`src/rtl/imem_loader_if.sv`:
```
// Loader-side signal bundle: start control, byte-stream handshake,
// instruction-memory write port and load status.
interface imem_loader_if #(
   parameter int ADDR_W = 12
);
   logic              start;
   logic              rx_valid;
   logic [7:0]        rx_data;
   logic              rx_ready;
   logic [ADDR_W-1:0] address_imem;
   logic [31:0]       data_imem;
   logic              wren_imem;
   logic              cpu_reset;
   logic              done;
   logic              err;
   logic [ADDR_W:0]   words_loaded;

   modport slave (
      input  start, rx_valid, rx_data,
      output rx_ready, address_imem, data_imem, wren_imem,
             cpu_reset, done, err, words_loaded
   );

   modport master (
      output start, rx_valid, rx_data,
      input  rx_ready, address_imem, data_imem, wren_imem,
             cpu_reset, done, err, words_loaded
   );
endinterface

```
`src/rtl/imem_loader.sv`:
```
// Boot loader: parses a length-prefixed big-endian byte stream into 32-bit
// words and writes them to instruction memory, holding the CPU in reset.
module imem_loader #(
   parameter int ADDR_W = 12
) (
   input logic          clock,
   input logic          reset,
   imem_loader_if.slave bus
);

   typedef enum logic [2:0] {
      IDLE, HDR_HI, HDR_LO, DATA, WRITE, DONE, ERR
   } state_e;

   localparam logic [31:0]   MAX_WORDS = 32'd1 << ADDR_W;
   localparam logic [ADDR_W:0] CNT_ONE = {{ADDR_W{1'b0}}, 1'b1};

   state_e            state_q, state_d;
   logic [15:0]       n_q, n_d;
   logic [23:0]       part_q, part_d;
   logic [1:0]        bidx_q, bidx_d;
   logic [ADDR_W:0]   cnt_q, cnt_d;
   logic [ADDR_W-1:0] addr_q, addr_d;
   logic [31:0]       dout_q, dout_d;
   logic              rdy;

   always_ff @(posedge clock or posedge reset) begin
      if (reset) begin
         state_q <= IDLE;
         n_q     <= '0;
         part_q  <= '0;
         bidx_q  <= '0;
         cnt_q   <= '0;
         addr_q  <= '0;
         dout_q  <= '0;
      end else begin
         state_q <= state_d;
         n_q     <= n_d;
         part_q  <= part_d;
         bidx_q  <= bidx_d;
         cnt_q   <= cnt_d;
         addr_q  <= addr_d;
         dout_q  <= dout_d;
      end
   end

   // cnt_q is both the word index and words_loaded; it is one bit wider
   // than the address so a full-memory load never wraps.
   always_comb begin
      state_d = state_q;
      n_d     = n_q;
      part_d  = part_q;
      bidx_d  = bidx_q;
      cnt_d   = cnt_q;
      addr_d  = addr_q;
      dout_d  = dout_q;
      rdy     = 1'b0;
      case (state_q)
         IDLE, DONE, ERR: begin
            if (bus.start) begin
               state_d = HDR_HI;
               cnt_d   = '0;
               bidx_d  = '0;
            end
         end
         HDR_HI: begin
            rdy = 1'b1;
            if (bus.rx_valid) begin
               n_d     = {bus.rx_data, n_q[7:0]};
               state_d = HDR_LO;
            end
         end
         HDR_LO: begin
            rdy = 1'b1;
            if (bus.rx_valid) begin
               n_d = {n_q[15:8], bus.rx_data};
               if (n_d == 16'd0 || {16'd0, n_d} > MAX_WORDS)
                  state_d = ERR;
               else
                  state_d = DATA;
            end
         end
         DATA: begin
            rdy = 1'b1;
            if (bus.rx_valid) begin
               part_d = {part_q[15:0], bus.rx_data};
               bidx_d = bidx_q + 2'd1;
               // Latch the write port now so wren rises the cycle after byte 4.
               if (bidx_q == 2'd3) begin
                  state_d = WRITE;
                  addr_d  = cnt_q[ADDR_W-1:0];
                  dout_d  = {part_q, bus.rx_data};
               end
            end
         end
         WRITE: begin
            cnt_d   = cnt_q + CNT_ONE;
            state_d = (32'(cnt_d) == {16'd0, n_q}) ? DONE : DATA;
         end
         default: state_d = IDLE;
      endcase
   end

   assign bus.rx_ready     = rdy;
   assign bus.wren_imem    = (state_q == WRITE);
   assign bus.address_imem = addr_q;
   assign bus.data_imem    = dout_q;
   assign bus.cpu_reset    = (state_q != DONE);
   assign bus.done         = (state_q == DONE);
   assign bus.err          = (state_q == ERR);
   assign bus.words_loaded = cnt_q;

endmodule

```
`src/flat_wrapper.sv`:
```
// flat-port wrapper written by rule: the top's interface ports become plain ports
module imem_loader_flat 
#(
   parameter int ADDR_W = 12
)
  (clock, reset, bus_start, bus_rx_valid, bus_rx_data, bus_rx_ready, bus_address_imem, bus_data_imem, bus_wren_imem, bus_cpu_reset, bus_done, bus_err, bus_words_loaded);
  imem_loader_if #(.ADDR_W(ADDR_W)) bus_i ();
  input logic clock;
  input logic reset;
  input wire logic [$bits(bus_i.start)-1:0] bus_start;
  input wire logic [$bits(bus_i.rx_valid)-1:0] bus_rx_valid;
  input wire logic [$bits(bus_i.rx_data)-1:0] bus_rx_data;
  output wire logic [$bits(bus_i.rx_ready)-1:0] bus_rx_ready;
  output wire logic [$bits(bus_i.address_imem)-1:0] bus_address_imem;
  output wire logic [$bits(bus_i.data_imem)-1:0] bus_data_imem;
  output wire logic [$bits(bus_i.wren_imem)-1:0] bus_wren_imem;
  output wire logic [$bits(bus_i.cpu_reset)-1:0] bus_cpu_reset;
  output wire logic [$bits(bus_i.done)-1:0] bus_done;
  output wire logic [$bits(bus_i.err)-1:0] bus_err;
  output wire logic [$bits(bus_i.words_loaded)-1:0] bus_words_loaded;
  assign bus_i.start = bus_start;
  assign bus_i.rx_valid = bus_rx_valid;
  assign bus_i.rx_data = bus_rx_data;
  assign bus_rx_ready = bus_i.rx_ready;
  assign bus_address_imem = bus_i.address_imem;
  assign bus_data_imem = bus_i.data_imem;
  assign bus_wren_imem = bus_i.wren_imem;
  assign bus_cpu_reset = bus_i.cpu_reset;
  assign bus_done = bus_i.done;
  assign bus_err = bus_i.err;
  assign bus_words_loaded = bus_i.words_loaded;
  imem_loader #(.ADDR_W(ADDR_W)) u_core (.clock(clock), .reset(reset), .bus(bus_i));
endmodule
```
`config.mk`:
```
export PLATFORM = sky130hd
export DESIGN_NAME = imem_loader_flat
export DESIGN_NICKNAME = d
export VERILOG_FILES = /design/src/rtl/imem_loader_if.sv /design/src/rtl/imem_loader.sv /design/src/flat_wrapper.sv
export SDC_FILE = /design/constraint.sdc
export NUM_CORES = 1
export LEC_CHECK = 0
export CELL_PAD_IN_SITES_DETAIL_PLACEMENT = 0
export CELL_PAD_IN_SITES_GLOBAL_PLACEMENT = 1
export CORE_ASPECT_RATIO = 1.5
export CORE_MARGIN = 8
export CORE_UTILIZATION = 25
export DETAILED_ROUTE_END_ITERATION = 12
export PLACE_DENSITY_LB_ADDON = 0.1
export SLEW_MARGIN = 0
export SYNTH_ARGS = -nofsm -noshare
export SYNTH_HDL_FRONTEND = slang
export SYNTH_SLANG_ARGS = --single-unit
```
`constraint.sdc`:
```
create_clock -name clock -period 3.55 [get_ports clock]
set_input_delay 0.71 -clock clock [delete_from_list [all_inputs] [get_ports clock]]
set_output_delay 0.71 -clock clock [all_outputs]
set_load 0.01 [all_outputs]
```
==> flow_summary.yaml <==
status:
  status: "finished, final reports clean"
floorplan:
  die_h_um: 180
  num_rows: 60
  core-area_um2: 17800
  pin_count: 74
  initial_core_util_pct: 25.3
  die_w_um: 126
  fp.dieArea_um2: 22600
sta:
  drv_slew: 0
  final_hold_viol_count: 0
  worst_pin_slew_ns: 0.785
  max_freq_ghz: 0.351
  slew-limit-headroom_pct: 47.4
  rsz0062_at_grt: "false"
  hold_ws_ns: 0.480
  min_period_ns: 2.85
  tns_ns: 0
  fin_crit_sh_pct: 80.3
  clock_skew_ns: 0.00690
  setup_viol: 0
logic_synthesis:
  synthArstFlopShare_pct: 100
  synth_nets: 423
  ys.flop_type: "dfrtp_1"
  synth_seq_cells: 102
  ys_types: 41
  netlist_area_um2: 4500
  synth_area_leader_cell: "dfrtp_1"
  avgSynthCellArea_um2: 11.0
  synth-seq-area-share_pct: 56.7
  synth_common_cells: "102 x dfrtp_1, 89 x nand2_1, 60 x mux2_2, 25 x o21ai_0, 19 x nor2_1"
  netlist_instances: 409
  synth_edf_count: 0
  yosysTopAreaCellShare_pct: 56.7
  yosys_warnings: 0
  yosys.cell_count.top_type: "dfrtp_1"
  synth_area_leaders: "dfrtp_1 57%, mux2_2 15%, nand2_1 7.4%, o21ai_0 2.8%, xnor2_1 2.1%"
routing:
  num_vias: 3257
  drt-wirelength-per-cell_um: 17.3
  wl_um: 12100
  drc: 0
  drt_pre_antenna_iters: 4
  route.detailed.vias_per_inst: 4.64
  first_iter_violations: 122
  ant_nets: 0
clocking:
  ctsResizeCount: 0
  cts_buffers: 9
  clk_pin_slew_worst_paths_ns: 0.08
  clockBufferDepth: 2
  htree_levels: 3
  clock-sinks: 102
  ctsHoldBuffers: 0
  worstSkewPairLatency_ns: 0.35
  cts_root_buf: "clkbuf_16"
  cts_tree: "done"
  post-cts-setup-buffers: 0
critical_path:
  end_kind: "output pin"
  regToRegSetupSlack_ns: 0.72
  path_class: "reg2out"
  reg2reg_from: "u_core.bus.words_loaded[0]"
  cpMaxStageDelayCell: "clkdlybuf4s50_1"
  arrival_ns: 2.14
  cp_num_buf_inv: 2
  worst_path_largest_cell_delay_ns: 0.63
  crit_start: "u_core.state_q[1]"
  cpLargestDelayFamily: "buffers and inverters"
  cp_cell_sequence: "nor2_1 > nand2_1 > inv_1 > clkdlybuf4s50_1"
  critPathLaunchType: "flop"
  critPathMaxFanout: 11
  required_ns: 2.84
final_layout:
  drive_above_1_share_pct: 18.4
  antenna-diode-count: 0
  nets: 494
  layout.cells.non_filler: 702
  area_growth_pct: 29.5
global_route:
  overflow: 0
  grt_pass1_wl_um: 20400
  grt_usage_pct: 11.4
  antenna_found_initial: 0
  grt_pass1_vias: 3637
  grt_max_degree: 57
placement:
  place_inst: 686
  dpl.hpwl_um: 8570
  gp_congestion: 0.773
  io_buffers: 73
pwr:
  vdd.ir_drop.worst_mv: 0.203
  powerDensity_nw_per_um2: 657
  leakage_nw: 2.67
min_path:
  min_path_type: "reg2reg"
  min-delay-start: "u_core.part_q[21]"
job:
  drv_cap: 0
final timing paths:
path                                               to  depth (start not counted)
setup / recovery                        bus_wren_imem                          4
hold / removal                      u_core.part_q[21]                          2
setup reg to reg                    u_core.state_q[1]                          7
hold reg to reg                     u_core.part_q[21]                          2
max in group asynchronous    u_core.bus.data_imem[17]                          3
min in group asynchronous  u_core.bus.address_imem[6]                          2
cells by family after synthesis:
group | Yosys count | synth area share, %
adder cells (fa/ha/maj) | 2 | 0.556
XOR/XNOR | 17 | 3.31
multiplexers | 62 | 15.5
AO/OA/AOI/OAI | 53 | 7.43
buffers and inverters | 30 | 2.61
flip-flops | 102 | 56.7
AND/OR/NAND/NOR | 143 | 13.9
cell usage in the layout (no fill, tap or decap), drive strengths merged, types with 6 or more instances in the layout:
cell	netlist	layout
xnor2	11	11
buf	4	9
nand3	7	7
clkbuf	18	9
dfrtp	102	102
xor2	6	6
inv	7	10
mux2	60	60
nand2	89	89
nor2	20	20
a21oi	6	6
clkdlybuf4s50	0	73
o21ai	25	25
per-layer routing:
metal	vias up	GRT usage [%]	wire length, um
li1	1554	-	-
met1	1640	12.8	5090
met2	53	20.1	6310
met3	10	3.38	574
met4	0	4.11	157
met5	-	0	0
flip-flops by register name, summed over array words and instances, names as in the netlist:
name	cells
u_core.bus.words_loaded	13
u_core.part_q	24
u_core.bus.data_imem	32
u_core.bus.address_imem	12
u_core.n_q	16
u_core.state_q	3
u_core.bidx_q	2
per-stage QoR:
stage                     instance area, um2  setup WS (ns)  power, mW  utilization [%]
after floorplan                         4500          0.165       2.35                -
after global placement                  5500          0.729       2.78             30.9
after detailed placement                5500          0.727       2.78             30.9
after CTS                               5830          0.663       3.90             32.7
after global routing                    5830          0.529       4.09             32.7
final                                   5830          0.698       3.83             32.7
report_power, final:
group / internal, mW / switching [mW] / leakage [nW]
combinational: 0.501 / 0.483 / 1.15
clock: 0.629 / 0.473 / 0.162
sequential: 1.46 / 0.278 / 1.36
total: 2.59 / 1.23 / 2.67
worst register-to-register path, cell delays in order, from the launching register on:
cell	delay, ns
dfrtp_1	0.51
ha_1	0.30
nand3_1	0.21
nor2_2	0.39
o2111ai_1	0.17
a2111o_1	0.43
a2111o_1	0.42
a211o_1	0.30
area by class of cell:
type                    count  area [um2]
fillers                  1811       12000
flip-flops and latches    102        2550
multi-input cells         277        1830
repair buffers             82         811
well taps                 217         272
clock buffers               9         225
clock inverters             7         103
inverters                   8        32.5
Note: power is estimated with default switching activity, not from simulation.
